**config.mk**
```make
export PLATFORM = sky130hd
export DESIGN_NAME = prog_clock_divider
export DESIGN_NICKNAME = d
export VERILOG_FILES = /design/src/rtl/prog_clock_divider_pkg.sv /design/src/rtl/clk_duty_fix.sv /design/src/rtl/prog_clock_divider.sv
export SDC_FILE = /design/constraint.sdc
export NUM_CORES = 1
export LEC_CHECK = 0
export CORE_MARGIN = 1.5
export CORE_UTILIZATION = 40
export DETAILED_ROUTE_END_ITERATION = 16
export PLACE_DENSITY = 0.61
export SLEW_MARGIN = 5
export SYNTH_ARGS = -nofsm -noshare
export SYNTH_HDL_FRONTEND = slang
export SYNTH_SLANG_ARGS = --single-unit
```
**constraint.sdc**
```tcl
create_clock -name clk -period 2.5 [get_ports clk]
set_clock_uncertainty 0.1 [all_clocks]
set_input_delay 0.5 -clock clk [delete_from_list [all_inputs] [get_ports clk]]
set_output_delay 0.5 -clock clk [all_outputs]
set_load 0.03 [all_outputs]
```
**src/rtl/prog_clock_divider_pkg.sv**
```systemverilog
// Shared types and constants for the programmable clock divider.
// Contents: FSM state enum and the smallest legal divisor.
package prog_clock_divider_pkg;

    typedef enum logic [1:0] {
        IDLE,
        RUN,
        DRAIN
    } div_state_e;

    localparam int MIN_DIV = 2;

endpackage

```
**src/rtl/clk_duty_fix.sv**
```systemverilog
// Negedge half-cycle stretcher and odd/even output select.
// Ports: clk, rst, p_q (posedge phase flop), odd_sel, clk_out.
module clk_duty_fix (
    input  logic clk,
    input  logic rst,
    input  logic p_q,
    input  logic odd_sel,
    output logic clk_out
);

    logic n_q;

    always_ff @(negedge clk or posedge rst) begin
        if (rst) begin
            n_q <= 1'b0;
        end else begin
            n_q <= p_q;
        end
    end

    // For odd N, ANDing with the half-cycle-late copy delays the rise
    // by half a clk cycle, trimming ceil(N/2) high cycles to exactly N/2.
    assign clk_out = odd_sel ? (p_q & n_q) : p_q;

endmodule

```
**src/rtl/prog_clock_divider.sv**
```systemverilog
// Runtime-programmable 50% duty integer clock divider.
// Ports: clk, rst, en, div_in/div_valid/div_ready handshake, div_err,
//        clk_out, tick (clk-domain marker of clk_out rise), cur_div.
module prog_clock_divider
    import prog_clock_divider_pkg::*;
#(
    parameter int WIDTH       = 8,
    parameter int DEFAULT_DIV = 4
) (
    input  logic             clk,
    input  logic             rst,
    input  logic             en,
    input  logic [WIDTH-1:0] div_in,
    input  logic             div_valid,
    output logic             div_ready,
    output logic             div_err,
    output logic             clk_out,
    output logic             tick,
    output logic [WIDTH-1:0] cur_div
);

    localparam logic [WIDTH-1:0] DEF_DIV = WIDTH'(DEFAULT_DIV);

    div_state_e       state;
    logic [WIDTH-1:0] phase;
    logic [WIDTH-1:0] phase_inc;
    logic [WIDTH-1:0] div_act;
    logic [WIDTH-1:0] pend_div;
    logic [WIDTH-1:0] half;
    logic             pend_valid;
    logic             odd_sel;
    logic             p_q;
    logic             running;
    logic             wrap;
    logic             act;
    logic             accept;
    logic             hi;

    // The phase counter runs one cycle ahead of what p_q/tick display,
    // so div_act governs the counter a cycle before cur_div shows it.
    assign phase_inc = phase + WIDTH'(1);
    assign running   = (state != IDLE);
    assign wrap      = running && (phase_inc == div_act);
    assign act       = pend_valid && ((state == IDLE) || wrap);
    assign accept    = div_valid && div_ready;
    assign half      = div_act >> 1;
    // High for phases 0 .. ceil(N/2)-1.
    assign hi        = (phase < half) || (div_act[0] && (phase == half));

    always_ff @(posedge clk or posedge rst) begin
        if (rst) begin
            state      <= IDLE;
            phase      <= '0;
            div_act    <= DEF_DIV;
            pend_div   <= DEF_DIV;
            pend_valid <= 1'b0;
            div_ready  <= 1'b1;
            div_err    <= 1'b0;
            cur_div    <= DEF_DIV;
            odd_sel    <= DEF_DIV[0];
            p_q        <= 1'b0;
            tick       <= 1'b0;
        end else begin
            div_err <= 1'b0;

            if (accept) begin
                if (div_in < WIDTH'(MIN_DIV)) begin
                    div_err <= 1'b1;
                end else begin
                    pend_div   <= div_in;
                    pend_valid <= 1'b1;
                    div_ready  <= 1'b0;
                end
            end

            if (act) begin
                div_act    <= pend_div;
                pend_valid <= 1'b0;
                div_ready  <= 1'b1;
            end

            unique case (state)
                IDLE: begin
                    phase <= '0;
                    p_q   <= 1'b0;
                    tick  <= 1'b0;
                    if (en) begin
                        state <= RUN;
                    end
                end
                RUN: begin
                    p_q   <= hi;
                    tick  <= (phase == '0);
                    phase <= wrap ? '0 : phase_inc;
                    if (!en) begin
                        state <= wrap ? IDLE : DRAIN;
                    end
                end
                DRAIN: begin
                    p_q   <= hi;
                    tick  <= (phase == '0);
                    phase <= wrap ? '0 : phase_inc;
                    if (wrap) begin
                        state <= IDLE;
                    end
                end
                default: begin
                    state <= IDLE;
                end
            endcase

            // cur_div and the duty select follow the displayed period:
            // they switch with tick while running, immediately when idle.
            if (act && (state == IDLE)) begin
                cur_div <= pend_div;
                odd_sel <= pend_div[0];
            end else if ((state == IDLE) || (phase == '0)) begin
                cur_div <= div_act;
                odd_sel <= div_act[0];
            end
        end
    end

    clk_duty_fix u_duty (
        .clk     (clk),
        .rst     (rst),
        .p_q     (p_q),
        .odd_sel (odd_sel),
        .clk_out (clk_out)
    );

endmodule

```
==> impl_metrics.csv, run 1 <==
group,metric,value,unit
logic_synthesis,synth_ff_type,"dfrtp_1",
drt,drcViolationCount,0,
power,cellLeakagePower,1.31,nW
clock_network,cts_buffers,5,
floorplanning,die_y,79.5,µm
global_routing,use_met1,0.239,
sta,fin_ws,-0.335,ns
clock_network,path_clk_slew,0.08,ns
logic_synthesis,yosys.area.top_type,"dfrtp_1",
finish,nets,295,
sta,setup_viol,1,
power,power_frac_clock,0.155,
placement,dpl_cell_area,2720,µm²
sta,finalMaxSlewViolations,0,
power,switching_share,0.404,
global_routing,grt.busiest_layer,"met2",
floorplanning,core,5570,µm²
clock_network,clock-sinks,40,
outcome,violations,"setup timing",
worst_setup_path,crit_type,"reg2out",
global_routing,grt_pass1_wl,8560,µm
global_routing,grt_pass1_vias,1775,
global_routing,grt_max_degree,40,
logic_synthesis,synth_top_area_frac,0.374,
placement,place_ws,-0.0399,ns
logic_synthesis,synthDistinctLibCells,50,
power,ir_worst_vdd,0.000667,V
finish,drive_gt1_frac,0.196,
clock_network,cts_buffer_depth,2,
floorplanning,rows,27,
clock_network,tritoncts,"yes",
drt,dr.pass1.iters,4,
global_routing,grt_use_met3,0.0274,
logic_synthesis,synth_area,2340,µm²
clock_network,h-tree-depth,2,
floorplanning,die_w,79.5,µm
drt,wl_per_cell,14.7,µm
logic_synthesis,yosys.cell_count.top_type,"dfrtp_1",
finish,area_growth,21.8,%
sta,rsz0062_at_grt,"true",
drt,vias_per_cell,5.23,
clock_network,insertion_delay,0.29,ns
logic_synthesis,synth.net_count,259,
drt,postRouteAntennaNets,0,
logic_synthesis,synth_top_cells_by_count,"35 x dfrtp_1, 34 x nand2_1, 19 x o21ai_0",
floorplanning,ioPinCount,24,
global_routing,grt_overflow,0,
min_path,hold_path_class,"reg2reg",
flow_run,maxCapViolations,0,
power,seqPwrFrac,0.337,
power,combPwrFrac,0.508,
placement,gp_congestion,0.848,
worst_setup_path,cp-start-kind,"flip-flop",
logic_synthesis,ys_ff_latch,40,
clock_network,clockRootBuffer,"clkbuf_8",
logic_synthesis,syn_inst,234,
global_routing,antenna_found_initial,0,
logic_synthesis,avgSynthCellArea,10.0,µm²
drt,via_count,1793,
logic_synthesis,synth_area_leaders,"dfrtp_1 37%, ha_1 6.9%, nand2_1 5.5%",
placement,dp_hpwl,3760,µm
global_routing,use_met2,0.284,
floorplanning,dieArea,6320,µm²
power,switchingPower,0.00142,W
drt,wl,5030,µm
drt,drt_iter0_drc,130,
logic_synthesis,synth_edf_count,0,
finish,final_area,2850,µm²
finish,antenna_cells,0,
global_routing,grt.total_usage,0.175,
sta,worst_pin_slew,0.535,ns
worst_setup_path,endpoint_kind,"output pin",
power,powerDensity,1230,nW/µm²
logic_synthesis,seq_area_frac_synth,0.430,
floorplanning,initial_core_util,0.420,
logic_synthesis,yosys_warnings,0,
outcome,outcome,"finished, violations left",
logic_synthesis,async_flop_share,1.00,
placement,portBuffers,23,
sta,slew-limit-headroom,0.644,
sta,finalHoldViolations,0,
worst_setup_path,crit_required,1.90,ns
worst_setup_path,path_max_fanout,1,
power,p_int,0.00210,W
worst_setup_path,crit_arrival,2.24,ns
path summary, 6_finish.rpt:
check / startpoint / to / slack (ns) / cells past startpoint
min in group asynchronous: rst / cur_div[4] / 0.62 / 3
setup reg to reg: phase[0] / div_act[1] / 0.16 / 7
hold / removal: pend_div[2] / pend_div[2] / 0.37 / 2
hold reg to reg: pend_div[2] / pend_div[2] / 0.37 / 2
setup / recovery: u_duty.n_q / clk_out / -0.34 / 3
max in group asynchronous: rst / u_duty.n_q / 0.73 / 2
layout make-up:
class	instances	area, µm²
timing repair buffer	40	359
tap	72	90.1
inverter	16	63.8
fill	522	2720
sequential	40	1010
multi-input combinational	167	1220
clock inverter	3	46.3
clock buffer	5	68.8
cell usage in the layout, fill, tap and decap left out, drive strengths merged, types with 4 or more instances in the layout:
cell | Yosys | layout
nand2 | 34 | 34
dfrtp | 35 | 35
ha | 13 | 13
o21ai | 19 | 19
nor2 | 10 | 10
o21a | 4 | 4
dfstp | 4 | 4
nor3 | 7 | 7
nor4 | 5 | 5
nand4 | 4 | 4
clkdlybuf4s50 | 0 | 22
xnor2 | 6 | 6
mux2i | 10 | 10
inv | 16 | 16
mux2 | 11 | 11
buf | 7 | 18
clkbuf | 4 | 5
a21oi | 4 | 4
nand3 | 6 | 6
worst max-delay path, cell delays in order, from the launching register on:
cell and delay (ns):
dfrtn_1 0.39, inv_1 0.04, a21boi_2 0.12, buf_6 0.14
flip-flops by register name (all words and copies together) (netlist names):
name and cells:
div_ready 1, tick 1, div_err 1, cur_div 8, u_duty.n_q 1, state 2
phase 8, pend_div 8, p_q 1, pend_valid 1, div_act 8
power groups by stage:
stage               sequential, W  clock, W  combinational, W
CTS                       0.00119  0.000557           0.00177
detailed placement        0.00120         0           0.00175
floorplan                 0.00127         0           0.00116
finish                    0.00119  0.000545           0.00179
global route              0.00123  0.000593           0.00196
global placement          0.00119         0           0.00174
cell families after synthesis:
group / Yosys count / synth area share
XOR/XNOR: 9 / 0.0337
AO/OA/AOI/OAI: 51 / 0.152
buffers and inverters: 27 / 0.0572
adder cells (fa/ha/maj): 13 / 0.0695
flip-flops: 40 / 0.430
AND/OR/NAND/NOR: 73 / 0.150
multiplexers: 21 / 0.109
stage by stage:
stage | hold slack, ns | instances | setup TNS [ns] | utilization | power, W
after detailed placement | 0.362 | 335 | -0.0399 | 0.488 | 0.00295
after CTS | 0.375 | 343 | -0.347 | 0.509 | 0.00352
after global placement | 0.363 | 335 | -0.0306 | 0.488 | 0.00293
after global routing | 0.410 | 343 | -0.374 | 0.512 | 0.00379
after floorplan | 0.346 | 234 | -0.0730 | - | 0.00243
final | 0.372 | 343 | -0.335 | 0.512 | 0.00352
per-layer routing:
layer,vias to the layer above,wire [µm]
met3,4,133
li1,898,-
met5,-,0
met1,861,2500
met4,0,52
met2,30,2340
what timing repair did:
item,CTS,global route
setup endpoints to repair,1,10
hold buffers,0,0
buffers inserted,0,0
cloned,0,0
pin swaps,1,0
gates resized for setup,1,3
Note: power is estimated with default switching activity, not from simulation.
==> run 2: changes to the inputs <==
CELL_PAD_IN_SITES_DETAIL_PLACEMENT = 1   (was not set)
CELL_PAD_IN_SITES_GLOBAL_PLACEMENT = 1   (was not set)
PLACE_DENSITY = 0.75   (was 0.61)
==> impl_metrics.csv, run 2 (same netlist as run 1, synthesis figures left out) <==
group,metric,value,unit
placement,placedCellCount,331,
power,power_frac_clock,0.126,
global_routing,grt_pass1_wl,9380,µm
finish,nets,291,
min_path,min-delay-start,"cur_div[5]",
finish,fin_cells,339,
floorplanning,dieArea,6320,µm²
sta,slew-limit-headroom,0.650,
drt,postRouteAntennaNets,0,
clock_network,clock-sinks,40,
floorplanning,die_w,79.5,µm
clock_network,tritoncts,"yes",
worst_setup_path,path_max_fanout,1,
floorplanning,rows,27,
global_routing,antenna_found_initial,0,
sta,tns,-0.331,ns
sta,setup_viol,1,
global_routing,grt_overflow,0,
power,combPwrFrac,0.528,
global_routing,grt.total_usage,0.190,
worst_setup_path,cp-start-kind,"flip-flop",
global_routing,grt_max_degree,40,
power,p_int,0.00199,W
power,cellLeakagePower,1.27,nW
power,switching_share,0.421,
power,switchingPower,0.00145,W
worst_setup_path,crit_required,1.90,ns
global_routing,grt_pass1_vias,1970,
floorplanning,ioPinCount,24,
min_path,hold_path_class,"reg2reg",
drt,via_count,1817,
finish,drive_gt1_frac,0.184,
worst_setup_path,timing.rr.start,"phase[0]",
clock_network,clockRootBuffer,"clkbuf_8",
power,ir_worst_vdd,0.000545,V
placement,gp_congestion,0.816,
outcome,outcome,"finished, violations left",
drt,dr.pass1.iters,4,
worst_setup_path,crit_start,"u_duty.n_q",
clock_network,path_clk_slew,0.09,ns
finish,final_cell_mix,"34 x nand2_1, 34 x dfrtp_1, 22 x clkdlybuf4s50_1",
outcome,violations,"setup timing",
placement,place_ws,-0.0392,ns
sta,finalHoldViolations,0,
placement,dp_hpwl,4200,µm
floorplanning,initial_core_util,0.420,
finish,finish.utilization,0.501,
flow_run,maxCapViolations,0,
drt,vias_per_cell,5.36,
worst_setup_path,crit_arrival,2.23,ns
drt,drcViolationCount,0,
drt,wl,5420,µm
finish,area_growth,19.3,%
clock_network,insertion_delay,0.30,ns
sta,fin_ws,-0.331,ns
drt,drt_iter0_drc,81,
clock_network,cts_buffer_depth,2,
placement,portBuffers,23,
worst_setup_path,crit_type,"reg2out",
sta,worst_pin_slew,0.525,ns
power,powerDensity,1230,nW/µm²
clock_network,h-tree-depth,2,
clock_network,cts_buffers,5,
floorplanning,core,5570,µm²
drt,wl_per_cell,16.0,µm
sta,finalMaxSlewViolations,0,
finish,antenna_cells,0,
worst_setup_path,endpoint_kind,"output pin",
sta,rsz0062_at_grt,"true",
power,seqPwrFrac,0.346,
floorplanning,die_y,79.5,µm
run 2: power by group through the flow:
stage	clock network, W	registers, W	logic [W]
5_1_grt	0.000474	0.00123	0.00200
2_1_floorplan	0	0.00127	0.00116
6_report	0.000434	0.00119	0.00182
4_1_cts	0.000447	0.00119	0.00182
3_5_place_dp	0	0.00120	0.00180
3_3_place_gp	0	0.00118	0.00174
run 2: critical path: stages, from the launching register on:
cell and delay [ns]:
dfrtn_1 0.38, inv_1 0.04, a21boi_2 0.12, buf_6 0.14
run 2: through the flow:
| step | hold WS, ns | power, W | area [µm²] |
|---|---|---|---|
| after floorplan | 0.346 | 0.00243 | 2350 |
| final | 0.384 | 0.00344 | 2790 |
| after global placement | 0.361 | 0.00293 | 2690 |
| after global routing | 0.401 | 0.00370 | 2790 |
| after detailed placement | 0.370 | 0.00300 | 2690 |
| after CTS | 0.389 | 0.00346 | 2780 |
run 2: layout make-up:
class,count,area (µm²)
clock buffers,6,72.6
clock inverters,2,12.5
fillers,636,2780
inverters,16,63.8
multi-input cells,167,1220
flip-flops and latches,40,1010
well taps,72,90.1
repair buffers,36,329
run 2: layer usage:
| metal | up-vias | part of all wire | global-route usage | routed length (µm) |
|---|---|---|---|---|
| li1 | 893 | - | - | - |
| met1 | 897 | 0.48 | 0.256 | 2600 |
| met2 | 21 | 0.49 | 0.314 | 2660 |
| met3 | 6 | 0.017 | 0.0286 | 92 |
| met4 | 0 | 0.013 | 0.0561 | 69 |
| met5 | - | 0 | 0 | 0 |
run 2: worst paths after layout:
kind	slack [ns]	endpoint	cells past startpoint
setup / recovery	-0.33	clk_out	3
hold reg to reg	0.38	cur_div[5]	2
max in group asynchronous	0.73	u_duty.n_q	2
setup reg to reg	0.12	div_act[6]	7
min in group asynchronous	0.62	cur_div[3]	3
hold / removal	0.38	cur_div[5]	2
run 2: timing repair:
item	in CTS	in global routing
hold endpoints to repair	0	0
hold buffers	0	0
setup endpoints to repair	8	13
buffers inserted	0	0
gates resized for setup	2	5
pin swaps	1	0
==> run 3: changes to the inputs <==
TNS_END_PERCENT = 50   (was not set)
==> impl_metrics.csv, run 3 (same netlist as run 1, synthesis figures left out) <==
group,metric,value,unit
outcome,outcome,"finished, violations left",
outcome,violations,"setup timing",
power,power_frac_clock,0.126,
floorplanning,die_w,79.5,µm
finish,finish.utilization,0.500,
drt,dr.pass1.iters,4,
sta,setup_viol,1,
placement,dp_hpwl,4200,µm
drt,postRouteAntennaNets,0,
drt,drt_iter0_drc,91,
placement,portBuffers,23,
worst_setup_path,path_max_fanout,1,
floorplanning,ioPinCount,24,
placement,placedCellCount,331,
sta,worst_pin_slew,0.525,ns
worst_setup_path,crit_required,1.90,ns
floorplanning,rows,27,
worst_setup_path,crit_path_max_incr_delay,0.38,ns
floorplanning,die_y,79.5,µm
worst_setup_path,cp_slowest_cell,"dfrtn_1",
drt,via_count,1820,
clock_network,clock-sinks,40,
global_routing,use_met2,0.314,
placement,dpl_cell_area,2690,µm²
global_routing,grt.total_usage,0.190,
global_routing,use_met1,0.256,
finish,antenna_cells,0,
worst_setup_path,crit_chain,"inv_1 > a21boi_2 > buf_6",
global_routing,grt_use_met3,0.0286,
clock_network,h-tree-depth,2,
floorplanning,initial_core_util,0.420,
power,switchingPower,0.00144,W
finish,drive_gt1_frac,0.176,
drt,wl_per_cell,16.0,µm
flow_run,maxCapViolations,0,
worst_setup_path,crit_arrival,2.23,ns
clock_network,tritoncts,"yes",
placement,place_ws,-0.0392,ns
finish,nets,291,
power,p_int,0.00199,W
floorplanning,dieArea,6320,µm²
finish,fill_cells,636,
drt,vias_per_cell,5.37,
clock_network,cts_buffers,5,
power,switching_share,0.420,
sta,rsz0062_at_grt,"true",
clock_network,postCtsHoldBufs,0,
placement,gp_congestion,0.816,
sta,finalHoldViolations,0,
clock_network,cts_buffer_depth,2,
worst_setup_path,endpoint_kind,"output pin",
finish,fin_cells,339,
drt,drcViolationCount,0,
global_routing,grt_max_degree,40,
worst_setup_path,cp-start-kind,"flip-flop",
drt,wl,5420,µm
worst_setup_path,crit_type,"reg2out",
clock_network,clockRootBuffer,"clkbuf_8",
power,seqPwrFrac,0.346,
power,powerDensity,1230,nW/µm²
min_path,hold_path_class,"reg2reg",
power,combPwrFrac,0.528,
finish,area_growth,19.0,%
finish,final_area,2790,µm²
global_routing,grt_overflow,0,
global_routing,grt.busiest_layer,"met2",
sta,slew-limit-headroom,0.650,
power,cellLeakagePower,1.27,nW
sta,fin_ws,-0.330,ns
floorplanning,core,5570,µm²
power,ir_worst_vdd,0.000545,V
global_routing,grt_pass1_wl,9380,µm
clock_network,cts_setup_buffers,0,
clock_network,path_clk_slew,0.09,ns
global_routing,antenna_found_initial,0,
worst_setup_path,crit_family,"flip-flops",
global_routing,grt_pass1_vias,1970,
worst_setup_path,critPathBufInv,2,
finish,layout_commonest_cell,"dfrtp_1",
finish,final_cell_mix,"35 x dfrtp_1, 34 x nand2_1, 22 x clkdlybuf4s50_1",
sta,finalMaxSlewViolations,0,
clock_network,insertion_delay,0.30,ns
==> run 3: cell counts in the layout (fill, tap and decap cells not counted) <==
Identical to the previous run, type by type.
==> run 3: layer usage <==
layer | part of all wire | wire, µm
met5 | 0 | 0
met4 | 0.013 | 69
met3 | 0.018 | 98
met2 | 0.49 | 2650
met1 | 0.48 | 2600
==> run 3: path summary, 6_finish.rpt <==
kind,from,end,slack (ns),cells past startpoint
worst max-delay path,u_duty.n_q,clk_out,-0.33,3
worst min-delay path,cur_div[5],cur_div[5],0.38,2
worst max register to register,phase[0],div_act[6],0.13,7
worst min register to register,cur_div[5],cur_div[5],0.38,2
max in group asynchronous,rst,u_duty.n_q,0.73,2
min in group asynchronous,rst,div_act[3],0.62,3
==> run 3: repair_timing <==
item,CTS,global route
endpoints found under the hold margin,0,0
endpoints found under the setup margin,8,13
pin swaps,1,0
resized for setup,2,3
==> run 3: final cells by class <==
type | instances | area, µm² | area share
clock inverters | 2 | 12.5 | 0.00449
clock buffers | 6 | 72.6 | 0.0260
flip-flops and latches | 40 | 1010 | 0.361
well taps | 72 | 90.1 | 0.0323
repair buffers | 36 | 329 | 0.118
inverters | 16 | 63.8 | 0.0229
multi-input cells | 167 | 1210 | 0.435
==> run 3: metrics by stage <==
stage	setup TNS (ns)	hold slack [ns]	total power, W
finish	-0.330	0.383	0.00344
global route	-0.390	0.401	0.00370
CTS	-0.342	0.389	0.00346
detailed placement	-0.126	0.370	0.00300
global placement	-0.0304	0.361	0.00293
floorplan	-0.0730	0.346	0.00243
==> run 3: tightest hold or removal path, stage by stage, from the launching register on <==
cell	delay, ns
dfrtp_1	0.35
nand2_1	0.05
o21ai_0	0.06
==> run 3: power groups by stage <==
stage | sequential [W] | clock [W] | combinational, W
floorplan | 0.00127 | 0 | 0.00116
global placement | 0.00118 | 0 | 0.00174
detailed placement | 0.00120 | 0 | 0.00180
CTS | 0.00119 | 0.000447 | 0.00182
global route | 0.00123 | 0.000474 | 0.00200
finish | 0.00119 | 0.000433 | 0.00182
